File: config.mk
export PLATFORM = sky130hd
export DESIGN_NAME = mdu_iterative_flat
export DESIGN_NICKNAME = d
export VERILOG_FILES = /design/src/rtl/mdu_pkg.sv /design/src/rtl/mdu_if.sv /design/src/rtl/mdu_abs_neg.sv /design/src/rtl/mdu_iterative.sv /design/src/flat_wrapper.sv
export SDC_FILE = /design/constraint.sdc
export NUM_CORES = 1
export LEC_CHECK = 0
export CAP_MARGIN = 20
export CORE_UTILIZATION = 63
export DETAILED_ROUTE_END_ITERATION = 8
export GPL_ROUTABILITY_DRIVEN = 0
export MAX_ROUTING_LAYER = met4
export PLACE_DENSITY = 0.92
export SLEW_MARGIN = 15
export SYNTH_ARGS = -nofsm -noshare
export SYNTH_HDL_FRONTEND = slang
export SYNTH_HIERARCHICAL = 1
export SYNTH_SLANG_ARGS = --single-unit
File: constraint.sdc
create_clock -name clk -period 5.5 [get_ports clk]
set_clock_uncertainty 0.15 [all_clocks]
set_input_delay 0.55 -clock clk [delete_from_list [all_inputs] [get_ports clk]]
set_output_delay 0.55 -clock clk [all_outputs]
set_load 0.05 [all_outputs]
File: src/rtl/mdu_pkg.sv
// Shared types and constants for the iterative RV32M multiply/divide unit.
package mdu_pkg;

  localparam int XLEN     = 32;
  localparam int MDU_ITER = 32;

  localparam logic [31:0] DIV0_QUOT = 32'hFFFF_FFFF;

  typedef enum logic [2:0] {
    OP_MUL    = 3'b000,
    OP_MULH   = 3'b001,
    OP_MULHSU = 3'b010,
    OP_MULHU  = 3'b011,
    OP_DIV    = 3'b100,
    OP_DIVU   = 3'b101,
    OP_REM    = 3'b110,
    OP_REMU   = 3'b111
  } mdu_op_e;

  typedef enum logic [1:0] {
    IDLE  = 2'd0,
    CALC  = 2'd1,
    FINAL = 2'd2,
    DONE  = 2'd3
  } mdu_state_e;

endpackage

File: src/rtl/mdu_if.sv
// Request/response bundle between the core (master) and the multiply/divide unit (slave).
interface mdu_if #(
  parameter int XLEN       = mdu_pkg::XLEN,
  parameter int REG_ADDR_W = 5
);
  logic                  start;
  logic [2:0]            op;
  logic [XLEN-1:0]       rs1_val;
  logic [XLEN-1:0]       rs2_val;
  logic [REG_ADDR_W-1:0] rd_in;
  logic                  busy;
  logic                  done;
  logic [XLEN-1:0]       result;
  logic [REG_ADDR_W-1:0] rd_out;
  logic                  we;
  logic                  illegal;

  modport master (
    output start, op, rs1_val, rs2_val, rd_in,
    input  busy, done, result, rd_out, we, illegal
  );

  modport slave (
    input  start, op, rs1_val, rs2_val, rd_in,
    output busy, done, result, rd_out, we, illegal
  );
endinterface

File: src/rtl/mdu_abs_neg.sv
// Combinational conditional two's-complement negate of a W-bit value.
module mdu_abs_neg #(
  parameter int W = 32
) (
  input  logic [W-1:0] val,
  input  logic         neg,
  output logic [W-1:0] res
);
  assign res = neg ? (~val + W'(1)) : val;
endmodule

File: src/rtl/mdu_iterative.sv
// Iterative RV32M unit: shift-add multiply and restoring divide, one bit per cycle.
// The divider is built only when MDU_DIV_EN is defined; otherwise divide ops complete as illegal.
module mdu_iterative #(
  parameter int XLEN       = 32,
  parameter int REG_ADDR_W = 5
) (
  input  logic  clk,
  input  logic  rst,
  mdu_if.slave  bus
);
  import mdu_pkg::*;

  localparam int CNT_W = $clog2(MDU_ITER);
  localparam logic [XLEN-1:0] MIN_NEG = {1'b1, {(XLEN-1){1'b0}}};

  mdu_state_e            state, state_nxt;
  mdu_op_e               op_in, op_q;
  logic [2*XLEN-1:0]     acc, prod_fix;
  logic [XLEN-1:0]       mcand, a_mag, b_mag, final_val, result_q;
  logic [XLEN:0]         mul_sum;
  logic [REG_ADDR_W-1:0] rd_q, rd_out_q;
  logic [CNT_W-1:0]      cnt;
  logic                  neg_lo, neg_rem, illegal_q;
  logic                  sign_a, sign_b, accept, calc_last, done_w;

  assign op_in     = mdu_op_e'(bus.op);
  assign sign_a    = bus.rs1_val[XLEN-1] && (op_in inside {OP_MULH, OP_MULHSU, OP_DIV, OP_REM});
  assign sign_b    = bus.rs2_val[XLEN-1] && (op_in inside {OP_MULH, OP_DIV, OP_REM});
  assign accept    = bus.start && (state == IDLE || state == DONE);
  assign calc_last = (cnt == CNT_W'(MDU_ITER - 1));

  mdu_abs_neg #(.W(XLEN))   u_mag_a  (.val(bus.rs1_val), .neg(sign_a), .res(a_mag));
  mdu_abs_neg #(.W(XLEN))   u_mag_b  (.val(bus.rs2_val), .neg(sign_b), .res(b_mag));
  mdu_abs_neg #(.W(2*XLEN)) u_fix_lo (.val(acc),         .neg(neg_lo), .res(prod_fix));

  // Multiply: acc = {partial, multiplier}; add multiplicand on LSB, shift right.
  assign mul_sum = {1'b0, acc[2*XLEN-1:XLEN]} + (acc[0] ? {1'b0, mcand} : '0);

`ifdef MDU_DIV_EN
  logic              div_zero, div_ovf;
  logic [XLEN:0]     div_sh, div_diff;
  logic [XLEN-1:0]   rem_fix;
  logic [2*XLEN-1:0] div_next;

  assign div_zero = (bus.rs2_val == '0);
  assign div_ovf  = (op_in == OP_DIV || op_in == OP_REM) &&
                    (bus.rs1_val == MIN_NEG) && (bus.rs2_val == '1);

  // Divide: acc = {remainder, dividend/quotient}; shift left, trial-subtract the divisor.
  assign div_sh   = acc[2*XLEN-1:XLEN-1];
  assign div_diff = div_sh - {1'b0, mcand};
  assign div_next = div_diff[XLEN] ? {div_sh[XLEN-1:0], acc[XLEN-2:0], 1'b0}
                                   : {div_diff[XLEN-1:0], acc[XLEN-2:0], 1'b1};

  mdu_abs_neg #(.W(XLEN)) u_fix_rem (.val(acc[2*XLEN-1:XLEN]), .neg(neg_rem), .res(rem_fix));
`endif

  always_ff @(posedge clk) begin
    if (rst) state <= IDLE;
    else     state <= state_nxt;
  end

  always_comb begin
    state_nxt = state;
    case (state)
      IDLE, DONE: begin
        state_nxt = IDLE;
        if (bus.start) begin
          if (!bus.op[2]) begin
            state_nxt = CALC;
          end else begin
`ifdef MDU_DIV_EN
            state_nxt = (div_zero || div_ovf) ? FINAL : CALC;
`else
            state_nxt = DONE;
`endif
          end
        end
      end
      CALC:    if (calc_last) state_nxt = FINAL;
      FINAL:   state_nxt = DONE;
      default: state_nxt = IDLE;
    endcase
  end

  always_comb begin
    final_val = prod_fix[XLEN-1:0];
    if (!op_q[2] && op_q[1:0] != 2'b00) final_val = prod_fix[2*XLEN-1:XLEN];
`ifdef MDU_DIV_EN
    if (op_q[2] && op_q[1]) final_val = rem_fix;
`endif
  end

  always_ff @(posedge clk) begin
    if (accept) begin
      op_q    <= op_in;
      rd_q    <= bus.rd_in;
      cnt     <= '0;
      acc     <= {{XLEN{1'b0}}, b_mag};
      mcand   <= a_mag;
      neg_lo  <= sign_a ^ sign_b;
      neg_rem <= 1'b0;
`ifdef MDU_DIV_EN
      if (bus.op[2]) begin
        // Special cases preload the final quotient/remainder so FINAL passes them through.
        if (div_zero) begin
          acc    <= {bus.rs1_val, DIV0_QUOT};
          neg_lo <= 1'b0;
        end else if (div_ovf) begin
          acc    <= {{XLEN{1'b0}}, MIN_NEG};
          neg_lo <= 1'b0;
        end else begin
          acc     <= {{XLEN{1'b0}}, a_mag};
          mcand   <= b_mag;
          neg_rem <= sign_a;
        end
      end
`endif
    end else if (state == CALC) begin
      cnt <= cnt + CNT_W'(1);
`ifdef MDU_DIV_EN
      acc <= op_q[2] ? div_next : {mul_sum, acc[XLEN-1:1]};
`else
      acc <= {mul_sum, acc[XLEN-1:1]};
`endif
    end
  end

  always_ff @(posedge clk) begin
    if (rst) begin
      result_q  <= '0;
      rd_out_q  <= '0;
      illegal_q <= 1'b0;
    end else if (accept) begin
`ifdef MDU_DIV_EN
      illegal_q <= 1'b0;
`else
      illegal_q <= bus.op[2];
      if (bus.op[2]) result_q <= '0;
`endif
    end else if (state == FINAL) begin
      result_q <= final_val;
      rd_out_q <= rd_q;
    end
  end

  assign done_w      = (state == DONE);
  assign bus.busy    = (state == CALC) || (state == FINAL);
  assign bus.done    = done_w;
  assign bus.illegal = done_w && illegal_q;
  assign bus.we      = done_w && !illegal_q && (rd_out_q != '0);
  assign bus.result  = result_q;
  assign bus.rd_out  = rd_out_q;

endmodule

File: src/flat_wrapper.sv
// flat-port wrapper written by rule: the top's interface ports become plain ports
module mdu_iterative_flat import mdu_pkg::*;
#(
  parameter int XLEN       = 32,
  parameter int REG_ADDR_W = 5
)
  (clk, rst, bus_start, bus_op, bus_rs1_val, bus_rs2_val, bus_rd_in, bus_busy, bus_done, bus_result, bus_rd_out, bus_we, bus_illegal);
  mdu_if #(.XLEN(XLEN), .REG_ADDR_W(REG_ADDR_W)) bus_i ();
  input  logic clk;
  input  logic rst;
  input wire logic [$bits(bus_i.start)-1:0] bus_start;
  input wire logic [$bits(bus_i.op)-1:0] bus_op;
  input wire logic [$bits(bus_i.rs1_val)-1:0] bus_rs1_val;
  input wire logic [$bits(bus_i.rs2_val)-1:0] bus_rs2_val;
  input wire logic [$bits(bus_i.rd_in)-1:0] bus_rd_in;
  output wire logic [$bits(bus_i.busy)-1:0] bus_busy;
  output wire logic [$bits(bus_i.done)-1:0] bus_done;
  output wire logic [$bits(bus_i.result)-1:0] bus_result;
  output wire logic [$bits(bus_i.rd_out)-1:0] bus_rd_out;
  output wire logic [$bits(bus_i.we)-1:0] bus_we;
  output wire logic [$bits(bus_i.illegal)-1:0] bus_illegal;
  assign bus_i.start = bus_start;
  assign bus_i.op = bus_op;
  assign bus_i.rs1_val = bus_rs1_val;
  assign bus_i.rs2_val = bus_rs2_val;
  assign bus_i.rd_in = bus_rd_in;
  assign bus_busy = bus_i.busy;
  assign bus_done = bus_i.done;
  assign bus_result = bus_i.result;
  assign bus_rd_out = bus_i.rd_out;
  assign bus_we = bus_i.we;
  assign bus_illegal = bus_i.illegal;
  mdu_iterative #(.XLEN(XLEN), .REG_ADDR_W(REG_ADDR_W)) u_core (.clk(clk), .rst(rst), .bus(bus_i));
endmodule
# Word level (Yosys, flattened, before mapping)
# Cells that the tools add are included.
word_totals:
  reg_bits: 150
  latch_bits: 0
  mem_bits_rw: 0
  rom_bits: 0
  inputBits: 75
  elab_cells: 66
  memories: 0
classes:
  add_sub_neg: 5
  multipliers: 0
  n_div: 0
  order_cmp: 0
  n_eq_ne: 10
  shifts: 0
  n_mux: 14
  n_bitwise: 5
  reduce_logical: 21
op_table:
  columns: ["op", "n"]
  rows:
  - ["$mux 32", 9]
  - ["$add 32x1->32 const B", 2]
  - ["$add 64x1->64 const B", 1]
  - ["$mux 64", 1]
  - ["$not 32->32", 2]
  - ["$not 64->64", 1]
  - ["$add 32x32->33", 1]
  - ["$logic_and 1x1->1", 7]
  - ["$eq 3x3->1 const B", 2]
  - ["$mux 2", 3]
  - ["$pmux 2 s3", 1]
  - ["$reduce_bool 2->1", 3]
  - ["$add 5x1->5 const B", 1]
  - ["$eq 5x5->1 const B", 1]
  - ["$reduce_bool 5->1", 1]
  - ["$eq 2x2->1 const B", 2]
  - ["$reduce_and 2->1", 2]
  - ["$reduce_bool 4->1", 1]
  - ["$eq 3x1->1 const B", 1]
  - ["$eq 3x2->1 const B", 1]
  - ["$reduce_bool 3->1", 1]
  - ["$eq 2x1->1 const B", 1]
  - ["$logic_not 1->1", 2]
  - ["$logic_not 2->1", 1]
  - ["6 further kinds", 7]

# Depth between registers and ports, before layout
# Gate-level depths: netlist of the first run.
depth:
  ltp_word: 6
  depth_mapped: 11
  depth_no_buf: 11

# Modules after synthesis
# Netlist of the first run, hierarchy kept.
by_module_without_submodules:
  columns: ["mod", "n_inst", "cells_per_inst", "area_per_inst_um2"]
  rows:
  - ["mdu_iterative", 1, 879, 7739.9]
  - ["mdu_abs_neg (u_core.u_mag_a ...)", 2, 99, 777.0]
  - ["mdu_abs_neg (u_core.u_fix_lo)", 1, 197, 1530.2]

# Worst setup path before layout of the first run
# Ideal clock, no wire load.
synth_path:
  path_type: "reg2reg"
  start: "register u_core.acc[0]"
  end: "register u_core.acc[63]"
  setup_ns: 0.116
  arrival_ns: 2.975
  path_slack_ns: 2.259
  path_stages_with_launch: 12
  path_buffers: 1
  synth_period_minus_slack_ns: 3.241
  cell_sequence: "edfxtp_1 clkbuf_1 and2_1 ha_1 fa_1 a21o_1 a221oi_4 a211o_1 a31oi_1 or3_1 a311o_1 a41o_1"
synth_between:
  elab_chain_len: 2
synth_lines:
  columns: ["element", "line_no", "rtl"]
  rows:
  - ["start: declaration", "mdu_iterative.sv:18", "logic [2*XLEN-1:0] acc, prod_fix;"]
  - ["start signal: assignment", "mdu_iterative.sv:99", "acc <= {{XLEN{1'b0}}, b_mag};"]
  - ["start signal: assignment", "mdu_iterative.sv:124", "acc <= {mul_sum, acc[XLEN-1:1]};"]
  - ["$mux 32", "mdu_iterative.sv:37", "assign mul_sum = {1'b0, acc[2*XLEN-1:XLEN]} + (acc[0] ? {1'b0, mcand} : '0);"]
  - ["$add 32x32->33", "mdu_iterative.sv:37", null]
# Every way passes these cells.
# A chain may end at the register's enable or synchronous reset.

# Final worst setup path of the first run
# Ends and elaborated chain as after synthesis.

==> results of run 1 <==
-- routing by layer --
layer	up-vias	track usage	share of wire
met3	95	0.0701	0.088
li1	4742	-	-
met1	4800	0.412	0.40
met2	561	0.561	0.48
met4	0	0.139	0.032
met5	-	-	0
-- critical path, stage by stage, from the launching register on --
cell and delay (ps):
edfxtp_1 750, and2_1 310, ha_1 200, fa_1 410, a21o_1 230, a221oi_4 370
a211o_1 180, a31oi_1 60, or3_1 370, a311o_1 380, a41o_1 240
-- worst min-delay path by stage --
stage | end | cells after the start | startpoint | slack (ps)
after detailed placement | u_core/illegal_q | 2 | u_core/illegal_q | 320
final | u_core/illegal_q | 2 | u_core/illegal_q | 340
after CTS | u_core/illegal_q | 2 | u_core/illegal_q | 330
after global routing | u_core/illegal_q | 2 | u_core/illegal_q | 350
after floorplan | u_core/illegal_q | 2 | u_core/illegal_q | 300
after global placement | u_core/bus.result[13] | 2 | u_core/bus.result[13] | 320
-- power by group through the flow --
stage          clock [mW]  sequential, mW  combinational (mW)
2_1_floorplan           0            2.22                2.34
3_3_place_gp            0            2.15                3.20
3_5_place_dp            0            2.16                3.34
4_1_cts              1.20            2.14                3.38
5_1_grt              1.25            2.21                3.74
6_report             1.19            2.16                3.46
-- area by class of cell --
type                       instances  share of cell area
multi-input combinational       1041               0.534
sequential                       150               0.295
timing repair buffer             124              0.0977
clock buffer                      20              0.0360
tap                              220              0.0217
clock inverter                    12              0.0112
inverter                          15             0.00444
-- sequential cells by signal (all words and copies together), names as in the netlist --
register,flops
u_core/neg_lo,1
u_core/op_q,3
u_core/cnt,5
u_core/illegal_q,1
u_core/acc,64
u_core/state,2
u_core/rd_q,5
u_core/bus.rd_out,5
u_core/mcand,32
u_core/bus.result,32
-- cell families after synthesis --
group	after synthesis
buf+inv	83
fa+ha+maj	41
mux	12
flops	150
simple gates	531
compound gates	315
xor+xnor	142
-- placed cells by master, fill, tap and decap left out, drive strengths merged, types with 40 or more instances in the layout --
cell           count
nand2            244
xnor2            135
clkdlybuf4s50    115
a21oi            105
nor2              84
dfxtp             77
edfxtp            73
o21ai             70
ha                40
and2              40
-- per-stage QoR --
step            util  instance area (sq um)  worst slack, ps  power (mW)  std cells
2_1_floorplan      -                  10800             2260        4.56       1274
3_3_place_gp   0.721                  12000             1920        5.34       1549
3_5_place_dp   0.723                  12100             1830        5.50       1550
4_1_cts        0.758                  12700             1800        6.73       1582
5_1_grt        0.759                  12700             1590        7.20       1582
6_report       0.759                  12700             1740        6.81       1582
==> out/qor.csv, run 1 <==
metric;value;unit
f_max;266;MHz
largest family of logic cells by synthesized area;simple AND/OR/NAND/NOR gates;
min cycle time layout;3760;ps
Worst R2R End;u_core/acc[63];
# DRC;0;
number of flops mapped to enable cells by yosys;73;
clock power share;0.175;
Detail Placement HPWL;20600;microns
Crit path required time;5690;ps
CP Capture Type;register;
DR WL/cell;18.4;microns
Net Sw Power;3.13;mW
Internal;3.68;mW
CP arrival;3940;ps
Synth Register Bits;150;
cell accounting for the most synthesized area;edfxtp_1;
post-synth top area share;0.203;
asr flop ratio synth;0;
Seq pwr share;0.318;
Mapped Cells;1274;
Port Buffers;115;
worst-margin pin slew;1080;ps
Setup crit end;u_core/acc[63];
Final Hold Fails;0;
Comb pwr share;0.508;
TritonCTS clock tree;done;
global route total overflow;0;
first-pass GRT wire length;47100;microns
mux contribution to synthesized area;0.0111;
Compound-Gate Fraction of Synth Area;0.200;
Sw Share;0.460;
post-synthesis simple-gate area fraction;0.250;
Avg Synthesized Cell Area;8.50;sq um
Syn. warnings;6;
Setup TNS Final;0;ps
pwr dens;537;nW/um^2
vias in the first global route;9730;
DRT antenna net count;0;
# resized after CTS;0;
register area;3730;sq um
Synth cell types;83;
CTS sink count;150;
clock latency on the worst-skew pair;440;ps
LEAKAGE;4.67;nW
Most used DFF post-synth;dfxtp_1;
final setup fails;0;
Starting Density;0.648;
share of cells above drive strength 1;0.0705;
area of the multi-input gates;6770;sq um
final cycle utilization of the critical path;0.684;
CTS root buffer;clkbuf_16;
critical path peak fanout;35;
RSZ-0062 raised after global routing;no;
boundary pin count;116;
Netlist Area Pre-Place;10800;sq um
reg-to-reg startpoint;u_core/acc[0];
Clk pin slew, worst setup/hold paths;60;ps
status;finished clean;
Die H;133;microns
n_diodes;0;
post-synthesis adder-cell area fraction;0.0481;
reg2reg path depth;10;
CTS buffer count;17;
critical path class;reg2reg;
Reg2Reg Setup Slack;1740;ps
CTS Buffer Depth;2;
WHS;340;ps
Pre-antenna DRT Iters;7;
pin count of the biggest net entering global routing;96;
Starting DRT DRC Count;1187;
drt total wl;29200;microns
synthesis-to-layout area growth;17.1;%
antenna violations before repair;0;
Die Area;17700;sq um
sequential area share after synthesis;0.345;
top cells by area, synth;edfxtp_1, dfxtp_1, xnor2_1, nand2_1, a21oi_1;
core box area;16700;sq um
via count;10198;
critical path startpoint category;register;
CP Launch Point;u_core/acc[0];
via density per instance;6.45;
HP Class;reg2reg;
max-cap viol count;0;
commonest cells in the netlist;nand2_1, xnor2_1, a21oi_1;
nets;1465;
Fill cells;1099;
setup bufs post-CTS;0;
most common cell in the netlist;nand2_1;
max_slew headroom;0.277;
VDD IR max;0.414;mV
Post-CTS Hold Buffers;0;
post-synth net total;1390;
H-tree depth;4;
final slew viol count;0;
Synth Area in XOR/XNOR;0.115;
Rows;47;
GR Util All Layers;0.343;
Die Span X;133;microns
Note: power is estimated with default switching activity, not from simulation.
==> inputs of run 2 (changes only) <==
--- a/config.mk
+++ b/config.mk
@@ -6,11 +6,11 @@
 export NUM_CORES = 1
 export LEC_CHECK = 0
 export CAP_MARGIN = 20
-export CORE_UTILIZATION = 63
+export CORE_UTILIZATION = 58
 export DETAILED_ROUTE_END_ITERATION = 8
 export GPL_ROUTABILITY_DRIVEN = 0
 export MAX_ROUTING_LAYER = met4
-export PLACE_DENSITY = 0.92
+export PLACE_DENSITY = 0.86
 export SLEW_MARGIN = 15
 export SYNTH_ARGS = -nofsm -noshare
 export SYNTH_HDL_FRONTEND = slang
==> constraint.sdc (replaced) <==
create_clock -name clk -period 3.8 [get_ports clk]
set_clock_uncertainty 0.15 [all_clocks]
set_input_delay 0.38 -clock clk [delete_from_list [all_inputs] [get_ports clk]]
set_output_delay 0.38 -clock clk [all_outputs]
set_load 0.05 [all_outputs]
==> out/qor.csv, run 2 (synthesis gave the netlist of run 1 again) <==
metric;value;unit;change
min cycle time layout;3410;ps;-347 ps
Setup crit end;u_core/acc[60];;
pin count of the biggest net entering global routing;98;;+2.1%
setup bufs post-CTS;0;;unchanged
fin util;0.700;;-0.0586
f_max;293;MHz;+10%
CTS Buffer Depth;2;;unchanged
CTS sink count;150;;unchanged
Net Sw Power;4.52;mW;+44%
Reg2Reg Setup Slack;390;ps;-1350 ps
Clk pin slew, worst setup/hold paths;70;ps;about the same
clock power share;0.175;;about the same
register area;3730;sq um;unchanged
HP Class;reg2reg;;
pwr dens;771;nW/um^2;+44%
critical path startpoint category;register;;
most frequent cells in the layout;nand2_1, xnor2_1, clkdlybuf4s50_1;;
Starting Density;0.596;;-0.0517
via density per instance;6.28;;-2.6%
final cycle utilization of the critical path;0.898;;+0.214
LEAKAGE;4.69;nW;+0.33%
TritonCTS clock tree;done;;
wire length on met3;2000;microns;-22%
nets;1469;;+0.27%
CTS buffer count;17;;unchanged
routed length on met2;13300;microns;-5.5%
commonest non-fill, non-tap cell in the layout;nand2_1;;
Die Area;19200;sq um;+8.5%
Die Span X;139;microns;+4.2%
reg2reg path depth;10;;unchanged
WHS;338;ps;-2.07 ps
RSZ-0062 raised after global routing;no;;
critical path class;reg2reg;;
Die H;139;microns;+4.2%
Detail Placement HPWL;20500;microns;-0.59%
cell mode on critical path;and2_1;;
drt total wl;27900;microns;-4.3%
synthesis-to-layout area growth;17.4;%;
top layer in use;met4;;
slowest stage delay, CP;460;ps;-290 ps
DR WL/cell;17.5;microns;-5.1%
core box area;18100;sq um;+8.7%
Final Hold Fails;0;;unchanged
violations in the final reports;DRC;;
Crit path required time;3950;ps;-1740 ps
reg-to-reg startpoint;u_core/acc[0];;
global route total overflow;0;;unchanged
Port Buffers;115;;unchanged
H-tree depth;4;;unchanged
GR Util All Layers;0.300;;-0.0433
crit-path cells;buf_4 -> and2_1 -> ha_1 -> and2_1 -> a311oi_2 -> or3b_1 -> o211ai_2 -> nor4_1 -> a2111oi_0 -> a211oi_1;;
Seq pwr share;0.315;;-0.003
Setup TNS Final;0;ps;unchanged
Worst R2R End;u_core/acc[60];;
Rows;49;;+4.3%
Levels on crit path;10;;unchanged
antenna violations before repair;0;;unchanged
CP top delay family;compound AO/OA/AOI/OAI gates;;
CP max stage cell;edfxtp_1;;
Largest register FFs;64;;unchanged
Internal;5.28;mW;+44%
CTS root buffer;clkbuf_16;;
Comb pwr share;0.510;;+0.002
share of cells above drive strength 1;0.0732;;+0.00272
max-cap viol count;0;;unchanged
CP Capture Type;register;;
Buffers & Inverters on Critical Path;1;;+1
Met1 Wirelength;11600;microns;+0.62%
Fill cells;1348;;+23%
# resized after CTS;0;;unchanged
critical path peak fanout;30;;-14%
max_slew headroom;0.360;;+0.0833
CP Launch Point;u_core/acc[0];;
area of the multi-input gates;6770;sq um;about the same
final setup fails;0;;unchanged
Starting DRT DRC Count;1093;;-7.9%
VDD IR max;0.575;mV;+39%
vias in the first global route;9393;;-3.5%
# DRC;10;;+10
CP arrival;3570;ps;-370 ps
via count;10018;;-1.8%
worst-margin pin slew;956;ps;-129 ps
Sw Share;0.461;;+0.00155
status;finished with violations;;
Pre-antenna DRT Iters;8;;+1
final slew viol count;0;;unchanged
DRT antenna net count;0;;unchanged
Post-CTS Hold Buffers;0;;unchanged
clock latency on the worst-skew pair;430;ps;about the same
n_diodes;0;;unchanged
Top reg by flops;u_core/acc;;
boundary pin count;116;;unchanged
first-pass GRT wire length;45300;microns;-4.0%
==> run 2: cell count changes in the layout (fill, tap and decap cells not counted), moves of 2 or more <==
| cell | delta |
|---|---|
| buf_4 | +4 |
| clkbuf_8 | -2 |
| inv_8 | +2 |
| inv_6 | +2 |
==> run 2: metal layers <==
metal  global-route usage  vias to the layer above
met5                    -                        -
met3               0.0401                       81
met4                0.135                        0
li1                     -                     4758
met2                0.489                      477
met1                0.372                     4702
==> run 2: power by group through the flow <==
| stage | combinational, mW | sequential [mW] | clock, mW |
|---|---|---|---|
| 3_3_place_gp | 4.73 | 3.08 | 0 |
| 2_1_floorplan | 3.38 | 3.22 | 0 |
| 3_5_place_dp | 4.86 | 3.10 | 0 |
| 4_1_cts | 4.91 | 3.08 | 1.73 |
| 6_report | 5.00 | 3.09 | 1.71 |
| 5_1_grt | 5.42 | 3.16 | 1.80 |
==> run 2: worst reg2reg max path: stages, from the launching register on <==
cell and delay (ps):
edfxtp_1 460, buf_4 250, and2_1 180, ha_1 370, and2_1 230, a311oi_2 380
or3b_1 420, o211ai_2 250, nor4_1 100, a2111oi_0 410, a211oi_1 90
==> run 2: stage by stage <==
step	instance area, sq um	instances	power [mW]	worst slack, ps
floorplan	10800	1274	6.60	559
global placement	12100	1563	7.81	575
detailed placement	12100	1563	7.96	470
CTS	12700	1595	9.72	445
global route	12700	1595	10.4	241
finish	12700	1595	9.80	388
==> run 2: final cells by class <==
type,instances,share of cell area
clock buffer,18,0.0354
clock inverter,14,0.0120
inverter,15,0.00443
multi-input combinational,1041,0.533
sequential,150,0.294
tap,229,0.0225
timing repair buffer,128,0.0992
==> run 2: how the worst min path moves through the flow <==
stage                                    start  cells past startpoint  slack (ps)                    to
after detailed placement  u_core/bus.rd_out[3]                      2         320  u_core/bus.rd_out[3]
after CTS                 u_core/bus.rd_out[3]                      2         330  u_core/bus.rd_out[3]
after floorplan               u_core/illegal_q                      2         300      u_core/illegal_q
after global placement        u_core/illegal_q                      2         310      u_core/illegal_q
final                     u_core/bus.rd_out[1]                      2         340  u_core/bus.rd_out[1]
after global routing              bus_rd_in[4]                      1         340        u_core/rd_q[4]
==> inputs of run 3 (changes only) <==
--- a/config.mk
+++ b/config.mk
@@ -16,3 +16,4 @@
 export SYNTH_HDL_FRONTEND = slang
 export SYNTH_HIERARCHICAL = 1
 export SYNTH_SLANG_ARGS = --single-unit
+export TNS_END_PERCENT = 5
==> results of run 3 <==
No change in the layout: final DEF, timing and power equal those of run 2.
